[src/rtl/usb_rx_pkg.sv]
// ----------------------------------------------------------------------------
// usb_rx_pkg: shared types and constants for the full-speed USB RX front end
// Revision 1.0
// ----------------------------------------------------------------------------
`default_nettype none

package usb_rx_pkg;

  typedef enum logic [2:0] {
    IDLE  = 3'd0,
    SYNC  = 3'd1,
    DATA  = 3'd2,
    EOP   = 3'd3,
    ERROR = 3'd4
  } rx_state_e;

  localparam logic [7:0] SYNC_BYTE   = 8'h80;
  localparam logic [2:0] STUFF_LIMIT = 3'd6;

endpackage

`default_nettype wire

[src/rtl/usb_rx_packetizer_bit_decoder.sv]
// ----------------------------------------------------------------------------
// rx_bit_decoder: line synchronizers, bit timer, NRZI decode and bit unstuffing
// Revision 1.0
// ----------------------------------------------------------------------------
`default_nettype none

module rx_bit_decoder
  import usb_rx_pkg::*;
#(
  parameter int CLKS_PER_BIT = 8,
  parameter int SAMPLE_PHASE = 3
) (
  input  logic clk,
  input  logic n_rst,
  input  logic d_plus,
  input  logic d_minus,
  input  logic start,
  input  logic active,
  output logic dp_fall,
  output logic bit_valid,
  output logic bit_val,
  output logic se0,
  output logic stuff_err,
  output logic idle_j
);

  localparam int             TW        = (CLKS_PER_BIT > 1) ? $clog2(CLKS_PER_BIT) : 1;
  localparam logic [TW-1:0]  TIMER_MAX = TW'(CLKS_PER_BIT - 1);
  localparam logic [TW-1:0]  SAMPLE_AT = TW'(SAMPLE_PHASE);

  logic          dp_meta_q, dp_q, dm_meta_q, dm_q, dp_prev_q;
  logic          last_dp_q, last_dp_d;
  logic [TW-1:0] timer_q, timer_d;
  logic [2:0]    ones_q, ones_d;

  logic sample, line_se0, nrzi_bit, stuff_slot;

  // Synchronizers reset to J so an idle bus never looks like a start edge
  always_ff @(posedge clk or negedge n_rst) begin
    if (!n_rst) begin
      dp_meta_q <= 1'b1;
      dp_q      <= 1'b1;
      dm_meta_q <= 1'b0;
      dm_q      <= 1'b0;
      dp_prev_q <= 1'b1;
      last_dp_q <= 1'b1;
      timer_q   <= '0;
      ones_q    <= '0;
    end else begin
      dp_meta_q <= d_plus;
      dp_q      <= dp_meta_q;
      dm_meta_q <= d_minus;
      dm_q      <= dm_meta_q;
      dp_prev_q <= dp_q;
      last_dp_q <= last_dp_d;
      timer_q   <= timer_d;
      ones_q    <= ones_d;
    end
  end

  assign sample     = active && (timer_q == SAMPLE_AT);
  assign line_se0   = !dp_q && !dm_q;
  assign nrzi_bit   = (dp_q == last_dp_q);
  assign stuff_slot = (ones_q == STUFF_LIMIT);

  always_comb begin
    timer_d   = timer_q;
    last_dp_d = last_dp_q;
    ones_d    = ones_q;
    if (start) begin
      timer_d   = '0;
      last_dp_d = 1'b1;
      ones_d    = '0;
    end else begin
      if (active) begin
        timer_d = (timer_q == TIMER_MAX) ? '0 : timer_q + 1'b1;
      end
      if (sample && !line_se0) begin
        last_dp_d = dp_q;
        if (stuff_slot) begin
          ones_d = '0;
        end else begin
          ones_d = nrzi_bit ? ones_q + 3'd1 : 3'd0;
        end
      end
    end
  end

  assign dp_fall   = dp_prev_q && !dp_q;
  assign bit_val   = nrzi_bit;
  assign bit_valid = sample && !line_se0 && !stuff_slot;
  assign stuff_err = sample && !line_se0 && stuff_slot && nrzi_bit;
  assign se0       = sample && line_se0;
  assign idle_j    = sample && !line_se0 && dp_q;

endmodule

`default_nettype wire

[src/rtl/usb_rx_packetizer.sv]
// ----------------------------------------------------------------------------
// usb_rx_packetizer: full-speed USB receive packetizer feeding rx_fifo
// Revision 1.0
// ----------------------------------------------------------------------------
`default_nettype none

module usb_rx_packetizer
  import usb_rx_pkg::*;
#(
  parameter int CLKS_PER_BIT = 8,
  parameter int SAMPLE_PHASE = 3
) (
  input  logic       clk,
  input  logic       n_rst,
  input  logic       d_plus,
  input  logic       d_minus,
  input  logic       full,
  output logic       w_enable,
  output logic [7:0] w_data,
  output logic       rcving,
  output logic       r_error
);

  rx_state_e  state_q, state_d;
  logic [7:0] shift_q, shift_d;
  logic [2:0] bit_cnt_q, bit_cnt_d;
  logic       w_enable_q, w_enable_d;
  logic [7:0] w_data_q, w_data_d;
  logic       rcving_q, rcving_d;
  logic       r_error_q, r_error_d;

  logic       start, active, to_error;
  logic       dp_fall, bit_valid, bit_val, se0, stuff_err, idle_j;
  logic [7:0] new_byte;

  assign active = (state_q != IDLE);
  assign start  = (state_q == IDLE) && dp_fall;

  rx_bit_decoder #(
    .CLKS_PER_BIT (CLKS_PER_BIT),
    .SAMPLE_PHASE (SAMPLE_PHASE)
  ) u_bit_decoder (
    .clk       (clk),
    .n_rst     (n_rst),
    .d_plus    (d_plus),
    .d_minus   (d_minus),
    .start     (start),
    .active    (active),
    .dp_fall   (dp_fall),
    .bit_valid (bit_valid),
    .bit_val   (bit_val),
    .se0       (se0),
    .stuff_err (stuff_err),
    .idle_j    (idle_j)
  );

  always_ff @(posedge clk or negedge n_rst) begin
    if (!n_rst) begin
      state_q    <= IDLE;
      shift_q    <= '0;
      bit_cnt_q  <= '0;
      w_enable_q <= 1'b0;
      w_data_q   <= '0;
      rcving_q   <= 1'b0;
      r_error_q  <= 1'b0;
    end else begin
      state_q    <= state_d;
      shift_q    <= shift_d;
      bit_cnt_q  <= bit_cnt_d;
      w_enable_q <= w_enable_d;
      w_data_q   <= w_data_d;
      rcving_q   <= rcving_d;
      r_error_q  <= r_error_d;
    end
  end

  // Bits arrive LSB-first, so each kept bit enters at the MSB
  assign new_byte = {bit_val, shift_q[7:1]};

  always_comb begin
    state_d    = state_q;
    shift_d    = shift_q;
    bit_cnt_d  = bit_cnt_q;
    w_enable_d = 1'b0;
    w_data_d   = w_data_q;
    rcving_d   = rcving_q;
    r_error_d  = r_error_q;
    to_error   = 1'b0;

    case (state_q)
      IDLE: begin
        if (dp_fall) begin
          state_d   = SYNC;
          shift_d   = '0;
          bit_cnt_d = '0;
          rcving_d  = 1'b1;
          r_error_d = 1'b0;
        end
      end
      SYNC: begin
        if (se0) begin
          to_error = 1'b1;
        end else if (bit_valid) begin
          shift_d   = new_byte;
          bit_cnt_d = bit_cnt_q + 3'd1;
          if (bit_cnt_q == 3'd7) begin
            if (new_byte == SYNC_BYTE) begin
              state_d = DATA;
            end else begin
              to_error = 1'b1;
            end
          end
        end
      end
      DATA: begin
        if (se0) begin
          if (bit_cnt_q == 3'd0) begin
            state_d = EOP;
          end else begin
            to_error = 1'b1;
          end
        end else if (stuff_err) begin
          to_error = 1'b1;
        end else if (bit_valid) begin
          shift_d   = new_byte;
          bit_cnt_d = bit_cnt_q + 3'd1;
          if (bit_cnt_q == 3'd7) begin
            // A byte landing on a full FIFO is dropped but the packet carries on
            if (full) begin
              r_error_d = 1'b1;
            end else begin
              w_enable_d = 1'b1;
              w_data_d   = new_byte;
            end
          end
        end
      end
      EOP: begin
        if (idle_j) begin
          state_d  = IDLE;
          rcving_d = 1'b0;
        end
      end
      ERROR: begin
        r_error_d = 1'b1;
        if (se0) begin
          state_d = EOP;
        end
      end
      default: begin
        state_d = IDLE;
      end
    endcase

    if (to_error) begin
      state_d   = ERROR;
      r_error_d = 1'b1;
    end
  end

  assign w_enable = w_enable_q;
  assign w_data   = w_data_q;
  assign rcving   = rcving_q;
  assign r_error  = r_error_q;

endmodule

`default_nettype wire

[config.mk]
export PLATFORM = sky130hd
export DESIGN_NAME = usb_rx_packetizer
export DESIGN_NICKNAME = d
export VERILOG_FILES = /design/src/rtl/usb_rx_pkg.sv /design/src/rtl/usb_rx_packetizer_bit_decoder.sv /design/src/rtl/usb_rx_packetizer.sv
export SDC_FILE = /design/constraint.sdc
export NUM_CORES = 1
export LEC_CHECK = 0
export BUFFER_PORTS_ARGS = -buffer_cell sky130_fd_sc_hd__buf_2
export CAP_MARGIN = 20
export CORE_MARGIN = 2
export CORE_UTILIZATION = 52
export CTS_BUF_LIST = sky130_fd_sc_hd__clkbuf_16
export DETAILED_ROUTE_END_ITERATION = 8
export PLACE_DENSITY = 0.71
export SETUP_SLACK_MARGIN = 0.15
export SLEW_MARGIN = 20
export SYNTH_ARGS = -nofsm -noshare
export SYNTH_HDL_FRONTEND = slang
export SYNTH_SLANG_ARGS = --single-unit
[constraint.sdc]
create_clock -name clk -period 2.2 [get_ports clk]
set_input_delay 0.44 -clock clk [delete_from_list [all_inputs] [get_ports clk]]
set_output_delay 0.44 -clock clk [all_outputs]
set_load 0.01 [all_outputs]
# Word level (Yosys, flattened, before mapping)
# Index checks and enable logic that the tools add are counted.
[totals] inputBits=5 reg_bits=37 wordCells=134 output_inout_bits=11
[op_classes] bitwise_logic=3 n_reduce_logical=27 eq_ne=29 add_sub_neg=3 mux=57
[ops] op="$mux W3" n=22
[ops] op="$ne A3 B3 Y1 const B" n=14
[ops] op="$mux W8" n=5
[ops] op="$mux W1" n=24
[ops] op="$pmux W8 S3" n=1
[ops] op="$pmux W3 S5" n=1
[ops] op="$eq A3 B3 Y1 const B" n=4
[ops] op="$logic_and A1 B1 Y1" n=10
[ops] op="$ne A2 B2 Y1 const B" n=5
[ops] op="$add A3 B1 Y3 const B" n=3
[ops] op="$eq A3 B2 Y1 const B" n=3
[ops] op="$pmux W3 S3" n=1
[ops] op="$reduce_and A9 Y1" n=1
[ops] op="$eq A8 B8 Y1 const B" n=1
[ops] op="$reduce_and A7 Y1" n=1
[ops] op="$logic_not A3 Y1" n=2
[ops] op="$reduce_and A6 Y1" n=1
[ops] op="$reduce_bool A2 Y1" n=3
[ops] op="$reduce_bool A3 Y1" n=2
[ops] op="$reduce_and A5 Y1" n=1
[ops] op="$logic_not A1 Y1" n=4
[ops] op="$pmux W1 S2" n=2
[ops] op="$reduce_bool A4 Y1" n=1
[ops] op="$eq A3 B1 Y1 const B" n=1
[ops] op="other kinds (4)" n=6

# Longest topological paths before layout
[logic_depth] ltp_word=11 ltp_mapped=10 ltp_nobuf=7

# Cells and area by module
# Synthesis repeated with hierarchy kept, for this count alone.
[hier_totals] cells_unflattened=160 area_unflattened_um2=1829.3
[modules_own_cells] module="usb_rx_packetizer" area_per_inst_um2=1211.2 cells_each=105 seq_area_each_um2=600.6 n_inst=1
[modules_own_cells] module="rx_bit_decoder" area_per_inst_um2=618.1 cells_each=55 seq_area_each_um2=305.3 n_inst=1

# Worst setup path before layout
# Ideal clock, no wire load.
[synth_timing] path_type="register to register" startpoint="reg u_bit_decoder.timer_q[0]" endpoint="reg w_data_q[7], in the netlist w_data[7]" setup_time_ps=125 arrival_time_ps=1969 path_buffers=2 path_stages_with_launch=9 slack_ps=106 synth_period_minus_slack_ps=2094 required_time_ps=2075 cell_sequence="dfrtp_1 -> ha_1 -> ha_1 -> clkbuf_2 -> o31a_2 -> nand3_2 -> or4_4 -> buf_6 -> mux2_4"
[synth_between] elab_chain_cells=7 elab_cells_between_ends=10 classes_between="eq/ne (1); bitwise (2); reduce/logical (7)"
[synth_lines] element="start: declaration" line_no="usb_rx_packetizer_bit_decoder.sv:33" rtl="logic [TW-1:0] timer_q, timer_d;"
[synth_lines] element="start signal: assignment" line_no="usb_rx_packetizer_bit_decoder.sv:56" rtl="timer_q <= timer_d;"
[synth_lines] element="$eq A3 B2 Y1 (*)" line_no="usb_rx_packetizer_bit_decoder.sv:61" rtl="assign sample = active && (timer_q == SAMPLE_AT);"
[synth_lines] element="$logic_and A1 B1 Y1 (*)" line_no="usb_rx_packetizer_bit_decoder.sv:61"
[synth_lines] element="$logic_and A1 B1 Y1" line_no="usb_rx_packetizer_bit_decoder.sv:91, usb_rx_packetizer_bit_decoder.sv:92"
[synth_lines] element="$logic_and A1 B1 Y1 (2 in a row)" line_no="usb_rx_packetizer_bit_decoder.sv:92" rtl="assign stuff_err = sample && !line_se0 && stuff_slot && nrzi_bit;"
[synth_lines] element="$not A1 Y1 (no source line)"
[synth_lines] element="$reduce_and A6 Y1 (no source line) (*)"
[synth_lines] element="end signal: assignment" line_no="usb_rx_packetizer.sv:71" rtl="w_data_q <= w_data_d;"
[synth_lines] element="end: declaration" line_no="usb_rx_packetizer.sv:28" rtl="logic [7:0] w_data_q, w_data_d;"
# Every way passes the cells marked *; elsewhere a longest branch is shown, timed or not.
# A chain may end at the register's enable or synchronous reset.

# Worst setup path in the final report
[layout_timing] startpoint="reg u_bit_decoder.ones_q[0]" endpoint="reg w_data_q[7], in the netlist w_data[7]"
[layout_between] elab_chain_cells=5 elab_cells_between_ends=7 classes_between="eq/ne (1); bitwise (1); reduce/logical (5)"
[layout_lines] element="start: declaration" line_no="usb_rx_packetizer_bit_decoder.sv:34" rtl="logic [2:0] ones_q, ones_d;"
[layout_lines] element="start signal: assignment" line_no="usb_rx_packetizer_bit_decoder.sv:57" rtl="ones_q <= ones_d;"
[layout_lines] element="$eq A3 B3 Y1 (*)" line_no="usb_rx_packetizer_bit_decoder.sv:64" rtl="assign stuff_slot = (ones_q == STUFF_LIMIT);"
[layout_lines] element="$logic_and A1 B1 Y1 (2 in a row)" line_no="usb_rx_packetizer_bit_decoder.sv:92"
[layout_lines] element="$not A1 Y1 (no source line)"
[layout_lines] element="$reduce_and A6 Y1 (no source line) (*)"
# Marked as above.

==> summary.md <==
| Metric | Value |
|---|---|
| Result of the run | `finished, final reports clean` |
| Slowest cell on the critical path | `sky130_fd_sc_hd__or4_4` |
| Maximum fanout encountered on the critical timing path | `5` |
| Clock edge transition at the registers on the reported setup and hold paths | `0.05 ns` |
| Area overhead of the layout relative to synthesis | `21.99%` |
| Max Freq | `0.5066 GHz` |
| Fraction of the mapped netlist area in adder cells | `0.05498` |
| RSZ-0062 raised after global routing | `false` |
| Required @ worst endpoint | `around 2.4 ns` |
| Data arrival time of the critical path | `2.14 ns` |
| Worst rel slew slack | `0.4575` |
| Share of the synthesized area in compound gates (AO/OA/AOI/OAI) | `0.1574` |
| Share of the yosys chip area belonging to registers | `0.4976` |
| Cells taking the most area after synthesis | `sky130_fd_sc_hd__dfrtp_1 (44%), sky130_fd_sc_hd__dfstp_2 (5.8%), sky130_fd_sc_hd__nand2_1 (5.8%)` |
| Routability congestion estimate | `0.8881` |
| Height of the die | `63.17 um` |
| TritonCTS clock tree | `built` |
| Floorplan core area | `3337 um2` |
| Total routing usage reported by global routing | `0.2013` |
| Total Negative Setup Slacks | `0 ns` |
| CTS H-tree depth | `2` |
| Area of the die | `3990 um2` |
| Count of endpoints failing setup in the final report | `0` |
| Mean number of vias per cell | `approximately 5.4` |
| Critical Path, Cell by Cell | `inv_1 > ha_1 > a2bb2oi_4 > nand3_4 > or4_4 > mux2_4` |
| Initial antenna violation count | `0` |
| Average wire per cell in the routed design | `14.21 um` |
| Critical setup path kind | `reg2reg` |
| Class of the tightest hold or removal check | `in2async` |
| Number of I/O port buffers | `15` |
| Clock latency at the later pin of the worst-skew pair | `about 0.28 ns` |
| Root buffer selected by CTS | `sky130_fd_sc_hd__clkbuf_16` |
| Share of post-route cells with drive strength above 1 | `0.2609` |
| Most area-hungry cell type in the Yosys netlist | `sky130_fd_sc_hd__dfrtp_1` |
| Leak pwr | `just over 1 nW` |
| I/O Pins | `16` |
| Avg Cell Area, Syn | `10.17 um2` |
| Number of cell instances on the worst register-to-register path | `6` |
| Final WL | `3594 um` |
| Period Utilization, post-route | `0.8973` |
| Critical path launch point type | `flip-flop` |
| Share of synthesized registers carrying an async set or reset | `1.000` |
| Count of distinct cell types in the synthesized netlist | `40` |
| Top cell type's share of synthesized area | `0.4399` |
| Syn. warnings | `0` |
| Share of the core filled with cells in the final layout | `0.6655` |
| Final non-filler cell area | `around 2200 um2` |
| Proportion of synthesized area in mux cells | `0.06323` |
| Nets@finish | `219` |
| Cell area after synthesis | `1820 um2` |
| Wire length of the first global-routing pass | `6327 um` |
| Kind of end point of the critical path | `flip-flop` |
| Actual slew at the worst max-slew pin | `0.8109 ns` |
| Number of buffers added by the clock tree synthesis step | `5` |
| Maximum number of pins on one net before global-route repair | `37` |
| Total nets after synthesis | `192` |
| XOR/XNOR Fraction of Synth Area | `0.009622` |
| Antenna cells | `0` |
| Synthesis-stage register bit count | `36` |
| Final Hold Fails | `0` |
| Congestion Overflow GR | `0` |
| Largest buffer count on any clock path | `2` |
| ANT nets after route | `0` |
| Initial core utilization | `0.5456` |
| Minimum setup slack after placement | `-0.06657 ns` |
| Area fraction in and, or, nand and nor cells after synthesis | `0.1560` |
| Routed vias | `about 1.4k` |
| Placement Cell Area | `1993 um2` |
| Worst Clk Skew | `about 0.0080 ns` |
| Die Width | `63.17 um` |
| Most common flop cell mapped by yosys | `sky130_fd_sc_hd__dfrtp_1` |
| Number of global-route vias before repair | `between 1k and 1.5k` |
| Detailed router's first-iteration violation count | `142` |
| DR DRC count | `0` |
| Number of iterations in the first detailed-routing pass | `4` |
| Cell area power density | `1190 nW/um2` |
| Dominant combinational cell family by area after synthesis | `compound AO/OA/AOI/OAI gates` |
| Post-route minimum period | `1.974 ns` |
| Number of standard-cell rows in the floorplan | `21` |
| Post-synth EDFFs | `0` |
| CP max stage delay | `about 0.55 ns` |
| Number of max-slew violations in the final report | `0` |
| Setup slack of the critical path after layout | `~0.23 ns` |
| Mapped Cells | `179` |
| Max Cap Violations | `0` |
| Worst vdd ir | `roughly 0.00066 V` |
| Clk sinks | `36` |
| DP HPWL | `2487 um` |
==> report_power, final <==
| part | switching [W] | internal [W] | total [W] |
|---|---|---|---|
| combinational | 0.000541 | 0.000459 | 0.000999 |
| clock | 0.000251 | 0.000410 | 0.000662 |
| sequential | 0.000156 | 0.000827 | 0.000983 |
==> critical path: cells and delay by family (launching register included) <==
kind | cells | cell delay, ns
muxes | 1 | 0.32
adders and majority gates | 1 | 0.25
AOI/OAI and AO/OA | 1 | 0.20
and+or+nand+nor | 2 | 0.66
DFF | 1 | 0.38
buffers and inverters | 1 | 0.06
==> per-layer routing <==
layer,wire length (um),part of all wire,up-vias,GRT usage
met5,0,0,-,0
met4,75,0.021,0,0.07337
met3,186,0.052,9,0.05179
met2,1784,0.50,38,0.3045
met1,1547,0.43,665,0.2808
li1,-,-,664,-
==> registers in the layout, summed over array words and instances, names as in the netlist, 3 cells and up <==
register,count
w_data,8
shift_q,7
bit_cnt_q,3
state_q,3
u_bit_decoder.ones_q,3
u_bit_decoder.timer_q,3
==> final timing paths <==
| path | slack (ns) | to | from |
|---|---|---|---|
| max | 0.23 | w_data[7] | u_bit_decoder.ones_q[0] |
| min | 0.23 | w_data[1] | n_rst |
| max reg2reg | 0.23 | w_data[7] | u_bit_decoder.ones_q[0] |
| min reg2reg | 0.35 | u_bit_decoder.dm_q | u_bit_decoder.dm_meta_q |
| max in group asynchronous | 1.47 | u_bit_decoder.ones_q[0] | n_rst |
| min in group clk | 0.27 | u_bit_decoder.dp_meta_q | d_plus |
==> layout by cell type (no fill, tap or decap), types with 2 or more instances in the layout <==
cell type                    n
sky130_fd_sc_hd__o211ai_1    2
sky130_fd_sc_hd__dfstp_2     4
sky130_fd_sc_hd__clkbuf_16   5
sky130_fd_sc_hd__nor4_1      2
sky130_fd_sc_hd__buf_4      11
sky130_fd_sc_hd__nor2_1      6
sky130_fd_sc_hd__a21oi_1     8
sky130_fd_sc_hd__nand2b_1    4
sky130_fd_sc_hd__o21ai_2     7
sky130_fd_sc_hd__a21o_1      2
sky130_fd_sc_hd__mux2i_1    10
sky130_fd_sc_hd__buf_2      15
sky130_fd_sc_hd__ha_4        2
sky130_fd_sc_hd__nor2b_1     5
sky130_fd_sc_hd__o31ai_1     3
sky130_fd_sc_hd__inv_1      18
sky130_fd_sc_hd__dfrtp_1    32
sky130_fd_sc_hd__o21ai_0     8
sky130_fd_sc_hd__nand3_1     6
sky130_fd_sc_hd__nand2_1    28
sky130_fd_sc_hd__buf_12      2
sky130_fd_sc_hd__ha_1        6
==> cell families (layout without fill, tap and decap cells) <==
kind of cell | count (synthesis) | count (layout)
buffers and inverters | 25 | 53
muxes | 11 | 11
adders and majority gates | 8 | 8
and+or+nand+nor | 58 | 58
DFF | 36 | 36
AOI/OAI and AO/OA | 39 | 39
xor gates and xnor gates | 2 | 2
==> area by class of cell <==
class,count,area (um2)
clock inverters,3,15.01
clock buffers,5,125.1
flip-flops and latches,36,905.9
fillers,253,1116
inverters,17,63.81
repair buffers,28,197.7
well taps,46,57.56
multi-input cells,118,855.8
==> timing repair <==
item,CTS,global route
setup buffers,1,4
hold buffers,0,0
pin swaps,2,3
gates resized for setup,3,3
endpoints found under the setup margin,15,18
==> synth_stat cells, drive strengths merged, types with 5 or more instances <==
cell type and instances:
a21oi 8, clkbuf 5, dfrtp 32, ha 8
inv 17, mux2i 10, nand2 28, nand3 7
nor2 6, nor2b 5, o21ai 15
==> metrics by stage <==
| stage | total power (W) | cells | hold WS (ns) |
|---|---|---|---|
| floorplan | 0.001611 | 179 | 0.1444 |
| global placement | 0.001807 | 240 | 0.3327 |
| detailed placement | 0.001862 | 240 | 0.3457 |
| CTS | 0.002582 | 249 | 0.2608 |
| global route | 0.002848 | 253 | 0.2670 |
| finish | 0.002643 | 253 | 0.2328 |
(Power assumes the default switching activity.)
